===== src/rtl/ysyx_22050550_wbu_arbiter.sv =====
// Writeback arbiter: three one-entry holding buffers (EXU, LSU, MDU) share one registered writeback port.
// Define YSYX_22050550_WB_RR_EN for round-robin grant; otherwise fixed priority LSU > MDU > EXU.
module ysyx_22050550_wbu_arbiter #(
    parameter int DATA_W = 64
) (
    input  logic              clock,
    input  logic              reset,
    input  logic              io_EXU_valid,
    output logic              io_EXU_ready,
    input  logic [4:0]        io_EXU_waddr,
    input  logic              io_EXU_wen,
    input  logic [DATA_W-1:0] io_EXU_wdata,
    input  logic              io_LSU_valid,
    output logic              io_LSU_ready,
    input  logic [4:0]        io_LSU_waddr,
    input  logic              io_LSU_wen,
    input  logic [DATA_W-1:0] io_LSU_wdata,
    input  logic              io_MDU_valid,
    output logic              io_MDU_ready,
    input  logic [4:0]        io_MDU_waddr,
    input  logic              io_MDU_wen,
    input  logic [DATA_W-1:0] io_MDU_wdata,
    output logic              io_WB_valid,
    output logic [4:0]        io_WB_waddr,
    output logic              io_WB_wen,
    output logic [DATA_W-1:0] io_WB_wdata
);

    logic [2:0]        w_valid;
    logic [2:0]        w_wen;
    logic [4:0]        w_waddr [3];
    logic [DATA_W-1:0] w_wdata [3];
    logic [2:0]        w_ready;
    logic [2:0]        w_fire;
    logic [2:0]        w_grant;
    logic              w_anyGrant;
    logic [1:0]        w_gntIdx;
    logic [1:0]        w_candIdx;
    logic [1:0]        w_base;

    logic [2:0]        r_full;
    logic [2:0]        r_wen;
    logic [4:0]        r_waddr [3];
    logic [DATA_W-1:0] r_wdata [3];

    logic              r_wbValid;
    logic [4:0]        r_wbWaddr;
    logic              r_wbWen;
    logic [DATA_W-1:0] r_wbWdata;

    // Port index order 0 = EXU, 1 = LSU, 2 = MDU; arbitration walks this ring from w_base.
    function automatic logic [1:0] rotIdx(input logic [1:0] base, input int k);
        logic [2:0] s;
        s = {1'b0, base} + 3'(k);
        if (s >= 3'd3) s = s - 3'd3;
        return s[1:0];
    endfunction

    assign w_valid    = {io_MDU_valid, io_LSU_valid, io_EXU_valid};
    assign w_wen      = {io_MDU_wen, io_LSU_wen, io_EXU_wen};
    assign w_waddr[0] = io_EXU_waddr;
    assign w_waddr[1] = io_LSU_waddr;
    assign w_waddr[2] = io_MDU_waddr;
    assign w_wdata[0] = io_EXU_wdata;
    assign w_wdata[1] = io_LSU_wdata;
    assign w_wdata[2] = io_MDU_wdata;

    assign w_ready = ~r_full | w_grant;
    assign w_fire  = w_valid & w_ready;

    assign io_EXU_ready = w_ready[0];
    assign io_LSU_ready = w_ready[1];
    assign io_MDU_ready = w_ready[2];

`ifdef YSYX_22050550_WB_RR_EN
    logic [1:0] r_ptr;

    // Pointer names the highest-priority port; it moves past the winner only when a grant happens.
    always_ff @(posedge clock or posedge reset) begin
        if (reset) begin
            r_ptr <= 2'd0;
        end else if (w_anyGrant) begin
            r_ptr <= rotIdx(w_gntIdx, 1);
        end
    end

    assign w_base = r_ptr;
`else
    assign w_base = 2'd1;
`endif

    always_comb begin
        w_grant    = '0;
        w_anyGrant = 1'b0;
        w_gntIdx   = 2'd0;
        w_candIdx  = 2'd0;
        for (int k = 0; k < 3; k++) begin
            w_candIdx = rotIdx(w_base, k);
            if (!w_anyGrant && r_full[w_candIdx]) begin
                w_anyGrant = 1'b1;
                w_gntIdx   = w_candIdx;
            end
        end
        if (w_anyGrant) w_grant[w_gntIdx] = 1'b1;
    end

    // A fire on a granted buffer overwrites it in place, so drain and refill share one cycle.
    always_ff @(posedge clock or posedge reset) begin
        if (reset) begin
            r_full <= '0;
            r_wen  <= '0;
            for (int i = 0; i < 3; i++) begin
                r_waddr[i] <= '0;
                r_wdata[i] <= '0;
            end
        end else begin
            for (int i = 0; i < 3; i++) begin
                if (w_fire[i]) begin
                    r_full[i]  <= 1'b1;
                    r_waddr[i] <= w_waddr[i];
                    r_wen[i]   <= w_wen[i] & (w_waddr[i] != 5'd0);
                    r_wdata[i] <= w_wdata[i];
                end else if (w_grant[i]) begin
                    r_full[i] <= 1'b0;
                end
            end
        end
    end

    always_ff @(posedge clock or posedge reset) begin
        if (reset) begin
            r_wbValid <= 1'b0;
            r_wbWaddr <= '0;
            r_wbWen   <= 1'b0;
            r_wbWdata <= '0;
        end else if (w_anyGrant) begin
            r_wbValid <= 1'b1;
            r_wbWaddr <= r_waddr[w_gntIdx];
            r_wbWen   <= r_wen[w_gntIdx];
            r_wbWdata <= r_wdata[w_gntIdx];
        end else begin
            r_wbValid <= 1'b0;
            r_wbWen   <= 1'b0;
        end
    end

    assign io_WB_valid = r_wbValid;
    assign io_WB_waddr = r_wbWaddr;
    assign io_WB_wen   = r_wbWen;
    assign io_WB_wdata = r_wbWdata;

endmodule


===== config.mk =====
export PLATFORM = sky130hd
export DESIGN_NAME = ysyx_22050550_wbu_arbiter
export DESIGN_NICKNAME = d
export VERILOG_FILES = /design/src/rtl/ysyx_22050550_wbu_arbiter.sv
export SDC_FILE = /design/constraint.sdc
export NUM_CORES = 1
export LEC_CHECK = 0
export CAP_MARGIN = 15
export CORE_MARGIN = 2
export CORE_UTILIZATION = 49
export CTS_CLUSTER_DIAMETER = 120
export CTS_CLUSTER_SIZE = 40
export DETAILED_ROUTE_END_ITERATION = 7
export PLACE_DENSITY = 0.8
export SLEW_MARGIN = 20
export SYNTH_ARGS = -nofsm -noshare
export SYNTH_HDL_FRONTEND = slang
export SYNTH_SLANG_ARGS = --single-unit
export TNS_END_PERCENT = 30

===== constraint.sdc =====
create_clock -name clock -period 14.7 [get_ports clock]
set_input_delay 4.41 -clock clock [delete_from_list [all_inputs] [get_ports clock]]
set_output_delay 4.41 -clock clock [all_outputs]
set_load 0.02 [all_outputs]

==> load_flow_metrics.sql <==
INSERT INTO impl_metrics (metric_group, metric, value, unit) VALUES
('grt', 'grt_use_total', '0.2312', ''),
('sta', 'finalCritPeriodShare', '0.4334', ''),
('logic_synthesis', 'synth_area_leaders', 'sky130_fd_sc_hd__dfrtp_1 63%, sky130_fd_sc_hd__mux2_2 21%, sky130_fd_sc_hd__o22ai_1 7.7%, sky130_fd_sc_hd__a21oi_1 3.1%, sky130_fd_sc_hd__buf_6 1.8%', ''),
('route', 'residual_antenna_violating_net_count_after_detailed_routing', '0', ''),
('worst_setup_path', 'worst_setup_path_end_kind', 'primary output', ''),
('worst_setup_path', 'crit_path_start_kind', 'flop', ''),
('sta', 'setup_ws', '8.329', 'ns'),
('final_layout', 'num-nets-final', '1245', ''),
('sta', 'tightest_slew', '1.117', 'ns'),
('sta', 'worst_slew_margin_rel', '0.2553', ''),
('floorplanning', 'chipHeight', '155.3', 'µm'),
('pwr', 'total_leakage_power', '5.803', 'nW'),
('sta', 'totalNegativeSetupSlack', '0', 'ns'),
('logic_synthesis', 'synth-edff-count', '0', ''),
('clock_network', 'cts.sinks', '284', ''),
('logic_synthesis', 'synthXorXnorAreaFrac', '0', ''),
('clock_network', 'tritoncts', 'built', ''),
('logic_synthesis', 'post_synth_most_frequent_cells', '284 x sky130_fd_sc_hd__dfrtp_1, 207 x sky130_fd_sc_hd__mux2_2, 138 x sky130_fd_sc_hd__o22ai_1', ''),
('grt', 'grt_start_max_net_pins', '165', ''),
('worst_setup_path', 'crit-reg2reg-launch', 'r_full[1]', ''),
('grt', 'global_route.overflow_total', '0', ''),
('clock_network', 'post_cts_resized', '0', ''),
('floorplanning', 'initial_cell_density_of_the_core', '0.4970', ''),
('logic_synthesis', 'largest_family_of_logic_cells_by_synthesized_area', 'multiplexers', ''),
('placement', 'port-buffer-count', '287', ''),
('logic_synthesis', 'synth_simple_gate_area_share', '0.005577', ''),
('logic_synthesis', 'postSynthCellCount', '786', ''),
('logic_synthesis', 'synth-adder-area-share', '0', ''),
('logic_synthesis', 'mappedNetlistArea', '11220', 'µm²'),
('route', 'post_drt_wl_per_cell', '21.38', 'µm'),
('pwr', 'ir_drop', '0.00008959', 'V'),
('logic_synthesis', 'synthDominantAreaCellType', 'sky130_fd_sc_hd__dfrtp_1', ''),
('logic_synthesis', 'prevailing_post_synth_register_cell', 'sky130_fd_sc_hd__dfrtp_1', ''),
('final_layout', 'synth_to_layout_area_growth', '28.73', '%'),
('sta', 'hold_viol', '0', ''),
('floorplanning', 'core_area', '22570', 'µm²'),
('worst_setup_path', 'critPathMaxFanout', '6', ''),
('route', 'dr_total_vias', '7495', ''),
('clock_network', 'cts_h_tree_depth', '1', ''),
('logic_synthesis', 'muxShareOfSynthArea', '0.2087', ''),
('sta', 'finalClockSkew', '0.04924', 'ns'),
('clock_network', 'post_cts_buffers', '0', ''),
('route', 'route.final.wire_length', '28160', 'µm'),
('final_layout', 'nFillCells', '1719', ''),
('hold_path', 'hold_path_class', 'reg2reg', ''),
('worst_setup_path', 'cp.required', '10.29', 'ns'),
('route', 'first_pass_iteration_count_of_the_detailed_router', '5', ''),
('clock_network', 'cts-root-to-sink-buffers', '3', ''),
('pwr', 'pwr_density_cell', '119.2', 'nW/µm²'),
('logic_synthesis', 'synth_cell_types', '24', ''),
('grt', 'grt_first_pass_wirelength', '43910', 'µm'),
('floorplanning', 'die-width', '155.3', 'µm'),
('clock_network', 'tritoncts.num_buffers', '11', ''),
('floorplanning', 'ioPinCount', '289', ''),
('sta', 'timing_max_transition_violations_final', '0', ''),
('logic_synthesis', 'yosys_warnings', '0', ''),
('worst_setup_path', 'crit_arrival', '1.96', 'ns'),
('logic_synthesis', 'synth_seq_cells', '284', ''),
('final_layout', 'final_design_area_no_fill', '14440', 'µm²'),
('logic_synthesis', 'synthesis.area_per_instance', '14.27', 'µm²'),
('final_layout', 'final_layout_size_suffix_gt1_frac', '0.2282', ''),
('sta', 'setup_viol_count_final', '0', ''),
('final_layout', 'finalCoreUtilization', '0.6398', ''),
('sta', 'rsz0062_at_grt', 'no', ''),
('route', 'initialDrtViolationCount', '425', ''),
('clock_network', 'clkTransAtPathRegs', '0.14', 'ns'),
('route', 'drt_drc_violations_left', '0', ''),
('run_status', 'status', 'finished, final reports clean', ''),
('worst_setup_path', 'worstSetupPathType', 'reg2out', ''),
('logic_synthesis', 'ys_async_sr_fraction', '1.000', ''),
('clock_network', 'ctsHoldBuffers', '0', '');
placed cells by master (no fill, tap or decap), drive strengths merged:
master / synthesis / final
dfrtp: 284 / 284
or3: 1 / 1
conb: 1 / 1
clkinv: 0 / 1
o221ai: 1 / 1
a21boi: 2 / 2
a21oi: 69 / 69
mux2i: 1 / 1
o22ai: 138 / 138
o211ai: 2 / 2
inv: 6 / 6
or4: 3 / 3
clkbuf: 20 / 12
o21ai: 4 / 4
diode: 0 / 2
buf: 42 / 7
mux2: 207 / 207
clkdlybuf4s50: 0 / 286
nand2b: 3 / 3
nand2: 2 / 2
final timing paths:
kind | endpoint | slack, ns | cells after the start
setup / recovery | io_EXU_ready | 8.33 | 2
hold / removal | r_waddr[12] | 0.51 | 1
setup reg to reg | io_WB_wen | 12.20 | 4
hold reg to reg | r_waddr[12] | 0.51 | 1
max in group asynchronous | io_WB_waddr[3] | 8.82 | 3
min in group asynchronous | r_wdata[48] | 4.46 | 2
cell families (layout without fill, tap and decap cells):
family / Yosys count / count (layout)
buffers and inverters: 68 / 312
AO/OA/AOI/OAI: 216 / 216
multiplexers: 208 / 208
flip-flops: 284 / 284
other: 1 / 3
AND/OR/NAND/NOR: 9 / 9
where the power goes:
group / switching, W / internal (W)
logic: 0.000156 / 0.000215
registers: 0.0000686 / 0.000905
clock network: 0.000230 / 0.000147
total: 0.000455 / 0.00127
sequential cells by signal, summed over array words and instances, names as in the netlist:
signal / count
r_wdata: 192
io_WB_wdata: 64
r_waddr: 15
io_WB_waddr: 5
r_full: 3
r_wen: 3
io_WB_valid: 1
io_WB_wen: 1
worst max-delay path, stage by stage (launching register included):
cell                              delay [ns]
sky130_fd_sc_hd__dfrtp_1                0.53
sky130_fd_sc_hd__o21ai_2                0.27
sky130_fd_sc_hd__clkdlybuf4s50_1        0.67
metal layers:
layer / wire (µm) / part of all wire / vias to the layer above / global-route usage
met5: 0 / 0 / - / 0
met3: 1450 / 0.051 / 37 / 0.03788
met2: 14310 / 0.51 / 210 / 0.4053
met1: 11790 / 0.42 / 3859 / 0.3027
li1: - / - / 3389 / -
met4: 611 / 0.022 / 0 / 0.05810
area by class of cell:
| cell class | count | area [µm²] | area share |
|---|---|---|---|
| Inverter | 6 | 32.53 | 0.002253 |
| Clock inverter | 1 | 30.03 | 0.002079 |
| Tap cell | 285 | 356.6 | 0.02469 |
| Multi-Input combinational cell | 434 | 3694 | 0.2558 |
| Sequential cell | 284 | 7107 | 0.4921 |
| Clock buffer | 12 | 289.0 | 0.02001 |
| Antenna cell | 2 | 5.005 | 0.0003466 |
| Timing Repair Buffer | 293 | 2928 | 0.2027 |
stage by stage:
stage	power (W)	hold WS [ns]	instances
2_1_floorplan	0.001193	0.4802	786
3_3_place_gp	0.001346	0.4888	1302
3_5_place_dp	0.001361	0.4952	1302
4_1_cts	0.001737	0.5137	1315
5_1_grt	0.001801	0.5324	1317
6_report	0.001721	0.5139	1317
(Power assumes the default switching activity.)
